--- src/rtl/exp_bias_adder_if.sv ---
// Handshake and data bundle for the exponent re-bias stage; slave is the block's view.
// Input side valid/ready, output side valid/ready, plus event counter readout and clear.
interface exp_bias_adder_if #(
  parameter int EXP_W = 8,
  parameter int CNT_W = 16
);
  logic             in_valid_i;
  logic             in_ready_o;
  logic [EXP_W:0]   exp_unb_i;
  logic             norm_inc_i;
  logic             zero_i;
  logic             out_valid_o;
  logic             out_ready_i;
  logic [EXP_W-1:0] exp_o;
  logic             ovf_o;
  logic             unf_o;
  logic             zero_o;
  logic             cnt_clr_i;
  logic [CNT_W-1:0] ovf_cnt_o;
  logic [CNT_W-1:0] unf_cnt_o;

  modport slave (
    input  in_valid_i, exp_unb_i, norm_inc_i, zero_i, out_ready_i, cnt_clr_i,
    output in_ready_o, out_valid_o, exp_o, ovf_o, unf_o, zero_o, ovf_cnt_o, unf_cnt_o
  );

  modport master (
    output in_valid_i, exp_unb_i, norm_inc_i, zero_i, out_ready_i, cnt_clr_i,
    input  in_ready_o, out_valid_o, exp_o, ovf_o, unf_o, zero_o, ovf_cnt_o, unf_cnt_o
  );
endinterface

--- src/rtl/exp_bias_adder.sv ---
// Adds the bias back to an unbiased FP exponent and saturates to Inf/zero with flags.
// Two register stages (sum, then result); stalls propagate back via in_ready_o, 1 beat/cycle.
module exp_bias_adder #(
  parameter int EXP_W = 8,
  parameter int BIAS  = 127,
  parameter int CNT_W = 16
) (
  input  logic             clk_i,
  input  logic             rst_i,
  exp_bias_adder_if.slave  bus
);
  localparam int SUM_W = EXP_W + 2;
  typedef logic signed [SUM_W-1:0] sum_t;

  localparam sum_t             BIAS_S   = sum_t'(BIAS);
  localparam sum_t             SAT_HI   = sum_t'((2 ** EXP_W) - 1);
  localparam sum_t             SUM_ZERO = '0;
  localparam logic [CNT_W-1:0] CNT_MAX  = '1;

  logic             adv1, adv2, handoff;
  sum_t             sum_in;

  logic             s1_valid_q, s1_valid_d;
  sum_t             s1_sum_q, s1_sum_d;
  logic             s1_zero_q, s1_zero_d;

  logic             out_valid_q, out_valid_d;
  logic [EXP_W-1:0] exp_q, exp_d;
  logic             ovf_q, ovf_d;
  logic             unf_q, unf_d;
  logic             zero_q, zero_d;

  logic [CNT_W-1:0] ovf_cnt_q, ovf_cnt_d;
  logic [CNT_W-1:0] unf_cnt_q, unf_cnt_d;

  always_comb begin
    adv2    = ~out_valid_q | bus.out_ready_i;
    adv1    = ~s1_valid_q | adv2;
    handoff = out_valid_q & bus.out_ready_i;
    // Two guard bits keep the signed sum exact for every input value.
    sum_in  = sum_t'($signed(bus.exp_unb_i)) + sum_t'({1'b0, bus.norm_inc_i}) + BIAS_S;

    s1_valid_d  = s1_valid_q;
    s1_sum_d    = s1_sum_q;
    s1_zero_d   = s1_zero_q;
    out_valid_d = out_valid_q;
    exp_d       = exp_q;
    ovf_d       = ovf_q;
    unf_d       = unf_q;
    zero_d      = zero_q;
    ovf_cnt_d   = ovf_cnt_q;
    unf_cnt_d   = unf_cnt_q;

    if (adv1) begin
      s1_valid_d = bus.in_valid_i;
      if (bus.in_valid_i) begin
        s1_sum_d  = sum_in;
        s1_zero_d = bus.zero_i;
      end
    end

    if (adv2) begin
      out_valid_d = s1_valid_q;
      if (s1_valid_q) begin
        exp_d  = '0;
        ovf_d  = 1'b0;
        unf_d  = 1'b0;
        zero_d = s1_zero_q;
        if (s1_zero_q) begin
          exp_d = '0;
        end else if (s1_sum_q >= SAT_HI) begin
          exp_d = '1;
          ovf_d = 1'b1;
        end else if (s1_sum_q <= SUM_ZERO) begin
          unf_d = 1'b1;
        end else begin
          exp_d = s1_sum_q[EXP_W-1:0];
        end
      end
    end

    // Clear takes precedence over an increment landing in the same cycle.
    if (bus.cnt_clr_i) begin
      ovf_cnt_d = '0;
      unf_cnt_d = '0;
    end else begin
      if (handoff && ovf_q && ovf_cnt_q != CNT_MAX) ovf_cnt_d = ovf_cnt_q + CNT_W'(1);
      if (handoff && unf_q && unf_cnt_q != CNT_MAX) unf_cnt_d = unf_cnt_q + CNT_W'(1);
    end
  end

  always_ff @(posedge clk_i) begin
    if (rst_i) begin
      s1_valid_q  <= 1'b0;
      s1_sum_q    <= '0;
      s1_zero_q   <= 1'b0;
      out_valid_q <= 1'b0;
      exp_q       <= '0;
      ovf_q       <= 1'b0;
      unf_q       <= 1'b0;
      zero_q      <= 1'b0;
      ovf_cnt_q   <= '0;
      unf_cnt_q   <= '0;
    end else begin
      s1_valid_q  <= s1_valid_d;
      s1_sum_q    <= s1_sum_d;
      s1_zero_q   <= s1_zero_d;
      out_valid_q <= out_valid_d;
      exp_q       <= exp_d;
      ovf_q       <= ovf_d;
      unf_q       <= unf_d;
      zero_q      <= zero_d;
      ovf_cnt_q   <= ovf_cnt_d;
      unf_cnt_q   <= unf_cnt_d;
    end
  end

  assign bus.in_ready_o  = adv1;
  assign bus.out_valid_o = out_valid_q;
  assign bus.exp_o       = exp_q;
  assign bus.ovf_o       = ovf_q;
  assign bus.unf_o       = unf_q;
  assign bus.zero_o      = zero_q;
  assign bus.ovf_cnt_o   = ovf_cnt_q;
  assign bus.unf_cnt_o   = unf_cnt_q;
endmodule
--- src/flat_wrapper.sv ---
// flat-port wrapper written by rule: the top's interface ports become plain ports
module exp_bias_adder_flat 
#(
  parameter int EXP_W = 8,
  parameter int BIAS  = 127,
  parameter int CNT_W = 16
)
  (clk_i, rst_i, bus_in_valid_i, bus_exp_unb_i, bus_norm_inc_i, bus_zero_i, bus_out_ready_i, bus_cnt_clr_i, bus_in_ready_o, bus_out_valid_o, bus_exp_o, bus_ovf_o, bus_unf_o, bus_zero_o, bus_ovf_cnt_o, bus_unf_cnt_o);
  exp_bias_adder_if #(.EXP_W(EXP_W), .CNT_W(CNT_W)) bus_i ();
  input  logic clk_i;
  input  logic rst_i;
  input wire logic [$bits(bus_i.in_valid_i)-1:0] bus_in_valid_i;
  input wire logic [$bits(bus_i.exp_unb_i)-1:0] bus_exp_unb_i;
  input wire logic [$bits(bus_i.norm_inc_i)-1:0] bus_norm_inc_i;
  input wire logic [$bits(bus_i.zero_i)-1:0] bus_zero_i;
  input wire logic [$bits(bus_i.out_ready_i)-1:0] bus_out_ready_i;
  input wire logic [$bits(bus_i.cnt_clr_i)-1:0] bus_cnt_clr_i;
  output wire logic [$bits(bus_i.in_ready_o)-1:0] bus_in_ready_o;
  output wire logic [$bits(bus_i.out_valid_o)-1:0] bus_out_valid_o;
  output wire logic [$bits(bus_i.exp_o)-1:0] bus_exp_o;
  output wire logic [$bits(bus_i.ovf_o)-1:0] bus_ovf_o;
  output wire logic [$bits(bus_i.unf_o)-1:0] bus_unf_o;
  output wire logic [$bits(bus_i.zero_o)-1:0] bus_zero_o;
  output wire logic [$bits(bus_i.ovf_cnt_o)-1:0] bus_ovf_cnt_o;
  output wire logic [$bits(bus_i.unf_cnt_o)-1:0] bus_unf_cnt_o;
  assign bus_i.in_valid_i = bus_in_valid_i;
  assign bus_i.exp_unb_i = bus_exp_unb_i;
  assign bus_i.norm_inc_i = bus_norm_inc_i;
  assign bus_i.zero_i = bus_zero_i;
  assign bus_i.out_ready_i = bus_out_ready_i;
  assign bus_i.cnt_clr_i = bus_cnt_clr_i;
  assign bus_in_ready_o = bus_i.in_ready_o;
  assign bus_out_valid_o = bus_i.out_valid_o;
  assign bus_exp_o = bus_i.exp_o;
  assign bus_ovf_o = bus_i.ovf_o;
  assign bus_unf_o = bus_i.unf_o;
  assign bus_zero_o = bus_i.zero_o;
  assign bus_ovf_cnt_o = bus_i.ovf_cnt_o;
  assign bus_unf_cnt_o = bus_i.unf_cnt_o;
  exp_bias_adder #(.EXP_W(EXP_W), .BIAS(BIAS), .CNT_W(CNT_W)) u_core (.clk_i(clk_i), .rst_i(rst_i), .bus(bus_i));
endmodule
--- config.mk ---
export PLATFORM = sky130hd
export DESIGN_NAME = exp_bias_adder_flat
export DESIGN_NICKNAME = d
export VERILOG_FILES = /design/src/rtl/exp_bias_adder_if.sv /design/src/rtl/exp_bias_adder.sv /design/src/flat_wrapper.sv
export SDC_FILE = /design/constraint.sdc
export NUM_CORES = 1
export LEC_CHECK = 0
export CAP_MARGIN = 15
export CORE_ASPECT_RATIO = 1.75
export CORE_MARGIN = 2
export CORE_UTILIZATION = 53
export CTS_CLUSTER_SIZE = 12
export DETAILED_ROUTE_END_ITERATION = 10
export PLACE_DENSITY = 0.88
export SETUP_SLACK_MARGIN = 0.5
export SLEW_MARGIN = 40
export SYNTH_ARGS = -nofsm -noshare
export SYNTH_HDL_FRONTEND = slang
export SYNTH_SLANG_ARGS = --single-unit
--- constraint.sdc ---
create_clock -name clk_i -period 6.7 [get_ports clk_i]
set_clock_uncertainty 0.05 [all_clocks]
set_input_delay 2.01 -clock clk_i [delete_from_list [all_inputs] [get_ports clk_i]]
set_output_delay 2.01 -clock clk_i [all_outputs]
set_load 0.01 [all_outputs]
Yosys cells after proc, flatten, opt, wreduce, memory -nomap -nowiden --
Cells that the tools add are included.
Operators by class: add/sub/neg operators 4, order comparisons 2, equality and inequality tests 2, muxes and demuxes 8, bitwise logic cells 5, reduce and logical (&&, ||, !) cells 7
Operator list (number):
- $add A16 B1 Y16 const B | 2
- $ne A16 B16 Y1 const B | 2
- $mux W8 | 3
- $add A10 B8 Y10 const B | 1
- $add A9 B2 Y10 | 1
- $ge A10 B9 Y1 const B | 1
- $le A10 B1 Y1 const B | 1
- $mux W1 | 5
- $logic_and A1 B1 Y1 | 4
- $reduce_and A2 Y1 | 2
- $not A1 Y1 | 2
- $or A1 B1 Y1 | 2
- $reduce_or A2 Y1 | 1
- $and A1 B1 Y1 | 1
Storage, ports and cells: register bits after elaboration 56, input bits 16, output and inout port bits 45, logic and storage cells 38

Logic depth before layout (Yosys ltp) --
depth in word-level cells 4, mapped depth 8, depth with buffers taken out 8

Worst setup path after synthesis --
No wires, ideal clock.
path kind input -> output, from input bus_out_ready_i, to output bus_in_ready_o, arrival 2.369 ns, data required time 4.640 ns, path slack 2.271 ns, stages on the path 2, path buffers 0, path through nor2b_1 -> nand2_1
Between the ends: longest elaborated chain between the ends 2
Ends and longest elaborated chain:
- start: declaration | RTL line flat_wrapper.sv:16 | input wire logic [$bits(bus_i.out_ready_i)-1:0] bus_out_ready_i;
- $or A1 B1 Y1 | RTL line exp_bias_adder.sv:37 | adv2 = ~out_valid_q | bus.out_ready_i;
- $or A1 B1 Y1 | RTL line exp_bias_adder.sv:38 | adv1 = ~s1_valid_q | adv2;
- end: declaration | RTL line flat_wrapper.sv:18 | output wire logic [$bits(bus_i.in_ready_o)-1:0] bus_in_ready_o;
Every way passes these cells.

Worst setup path after layout --
Same ends and word-level chain as after synthesis.

==> results_dict.tcl <==
set metrics [dict create \
    final.setup.tns_ns 0 \
    crit_type "in -> out" \
    ys_types 43 \
    mostFrequentLayoutCells "clkdlybuf4s50_1 (60), dfxtp_1 (56), nand2_1 (42)" \
    hold_start "u_core.bus.exp_o[4]$_SDFFE_PP0P_" \
    die-area_um2 5441 \
    critPathLaunchType "input port" \
    grt_pass1_vias 2259 \
    grt_usage_pct 21.74 \
    num_rows 33 \
    arrival_ns 3.44 \
    post-cts-setup-buffer-count 0 \
    cts_tree "done" \
    syn2layout_area_growth_pct 29.37 \
    synth_xor_area_share_pct 7.160 \
    status "complete, no violations" \
    synthCells 308 \
    synthFlopType "dfxtp_1" \
    fin_crit_ns 5.504 \
    crit_top_cell "clkdlybuf4s50_1" \
    whs_ns 0.4304 \
    cts.path.max_buffers 2 \
    min_to "u_core.bus.exp_o[4]$_SDFFE_PP0P_" \
    critical_path.slowest_cell "clkdlybuf4s50_1" \
    cts_inserted_buffers 5 \
    cts_resized 0 \
    grt_pass1_wl_mm 9.480 \
    leakagePower_nw 1.108 \
    tightestPinTransition_ns 0.7429 \
    synth_top_family_by_area "simple AND/OR/NAND/NOR gates" \
    utilization_pct 71.23 \
    clk_pin_slew_worst_paths_ns 0.09 \
    pre_cts_slack_ns 1.235 \
    slew-limit-headroom_pct 50.47 \
    fmax_ghz 0.1817 \
    crit_path_max_incr_delay_ns 0.50 \
    htree_levels 2 \
    cts.sinks 56 \
    multi_input_area_um2 1395 \
    min_path_cells 2 \
    rrSetupSlack_ns 4.65 \
    nets 387 \
    detail_route.iter0.violations 101 \
    yosysSeqAreaShare_pct 43.64 \
    final_common_cell "clkdlybuf4s50_1" \
    hold_viol_final 0 \
    die_y_um 96.10 \
    synth_compound_area_share_pct 12.27 \
    slew_violations 0 \
    rr_startpoint "u_core.bus.out_valid_o$_SDFFE_PP0P_" \
    drive_above_1_share_pct 4.891 \
    worst_slack_ns 1.196 \
    die_w_um 56.63 \
    antenna_found_initial 0 \
    cp_max_fo 5 \
    fillCellCount 366 \
    finalWirelength_mm 5.675 \
    coreArea_um2 4666 \
    vias 2459 \
    power_density_nw_per_um2 185.2 \
    overflow 0 \
    port_buffers 60 \
    setup-violations-final 0 \
    synth_warnings 0 \
    rsz0062_at_grt "false" \
    first_pass_iters 4 \
    syn_nets 328 \
    gp_congestion 0.8062 \
    avgSynthCellArea_um2 8.340 \
    drc 0 \
    cp.required_ns 4.64 \
    end_kind "output port" \
    path_cells "clkdlybuf4s50_1, nor2b_1, nand2_1, clkdlybuf4s50_1" \
    wl_per_cell_um 13.51 \
    async_flop_share_pct 0 \
    ys_ff_latch 56 \
    seqCellArea_um2 1121 \
    ctsHoldBuffers 0 \
    detail-route-antenna-nets 0 \
    initial_core_util_pct 55.05 \
    yosys-mux-area-fraction_pct 0.7793 \
    critical-path-top-delay-family "buffers and inverters" \
    dp_hpwl_mm 4.225 \
    diodes 0 \
    vdd_drop_max_mv 0.1868 \
    cts_root_buf "clkbuf_8" \
    synth_edf_count 0 \
    reg2reg_depth 5 \
    r2r-end "u_core.bus.exp_o[0]$_SDFFE_PP0P_" \
    ioPinCount 61 \
    worst-path-buf-inv 2 \
    routed_via_density 5.855 \
    min-delay-path-class "reg -> reg" \
    synth-adder-area-share_pct 1.948 \
    fin_crit_sh_pct 82.14 \
    mappedNetlistArea_um2 2569 \
    grt_max_degree 30 \
    clk_latency_ns 0.30 \
    maxCapViolCount 0 \
    synthSimpleGateAreaFrac_pct 31.76 \
]
-- metal layers --
| metal | vias up | track usage [%] | part of all wire, % |
|---|---|---|---|
| met1 | 1153 | 21.99 | 38 |
| met4 | 0 | 9.325 | 2.1 |
| li1 | 1221 | - | - |
| met5 | - | 0 | 0 |
| met3 | 12 | 3.629 | 4.1 |
| met2 | 73 | 42.64 | 56 |
-- sequential cells by signal, summed over array words and instances, names as in the netlist --
register,cells
u_core.bus.exp_o,8
u_core.bus.ovf_o,1
u_core.bus.ovf_cnt_o,16
u_core.s1_zero_q,1
u_core.s1_valid_q,1
u_core.bus.out_valid_o,1
u_core.s1_sum_q,10
u_core.bus.unf_cnt_o,16
u_core.bus.zero_o,1
u_core.bus.unf_o,1
-- power by group --
group	total [W]	internal, W	switching (W)
Combinational	0.0000512	0.0000257	0.0000255
Sequential	0.000349	0.000341	0.00000804
Clock	0.000215	0.000111	0.000104
-- worst max-delay path by stage --
stage	startpoint	endpoint	slack (ns)	cells after the start
finish	bus_out_ready_i	bus_in_ready_o	1.20	4
global route	bus_out_ready_i	bus_in_ready_o	1.10	4
detailed placement	bus_out_ready_i	bus_in_ready_o	1.24	4
global placement	bus_out_ready_i	bus_in_ready_o	1.22	4
CTS	bus_out_ready_i	bus_in_ready_o	1.21	4
floorplan	bus_out_ready_i	bus_in_ready_o	2.27	2
-- per-stage QoR --
step / cell area [µm²] / std cells / power, W
after CTS: 3313 / 420 / 0.0006204
after global routing: 3323 / 420 / 0.0006390
after detailed placement: 3206 / 412 / 0.0004083
final: 3323 / 420 / 0.0006154
after floorplan: 2569 / 308 / 0.0003842
after global placement: 3206 / 412 / 0.0004071
-- cell type report --
| type | count | share of cell area [%] |
|---|---|---|
| Multi-Input combinational cell | 236 | 41.98 |
| Sequential cell | 56 | 33.74 |
| Timing Repair Buffer | 61 | 18.30 |
| Clock buffer | 6 | 2.184 |
| Tap cell | 52 | 1.958 |
| Clock inverter | 2 | 1.054 |
| Inverter | 7 | 0.7907 |
-- Yosys cell counts (3+ instances only) --
cell type	count	area, µm²
or4_1	5	37.54
o21ai_0	9	45.04
nor3_1	12	60.06
ha_1	4	50.05
nor2_1	41	153.9
nor4_1	3	18.77
dfxtp_1	56	1121
clkbuf_1	7	26.28
nor4b_1	3	26.28
a31oi_1	10	62.56
xnor2_1	10	87.58
and3_1	4	25.02
o31ai_1	3	22.52
nand3_1	14	70.07
nand4_1	11	68.82
nand2_1	42	157.7
xor2_1	11	96.34
and4_1	3	26.28
a21oi_1	12	60.06
or3_1	6	37.54
inv_1	7	26.28
a211oi_1	7	52.55
-- tightest hold or removal path, cell delays in order (launching register included) --
cell	delay (ns)
dfxtp_1	0.32
nand2_1	0.05
a31oi_1	0.07
-- kinds of logic (layout without fill, tap and decap cells) --
| logic type | Yosys count | count (layout) |
|---|---|---|
| multiplexers | 2 | 2 |
| AO/OA/AOI/OAI | 50 | 50 |
| AND/OR/NAND/NOR | 159 | 159 |
| flip-flops | 56 | 56 |
| buffers and inverters | 16 | 76 |
| XOR/XNOR | 21 | 21 |
| adder cells (fa/ha/maj) | 4 | 4 |
No activity file was read; power rests on OpenSTA's default activity.
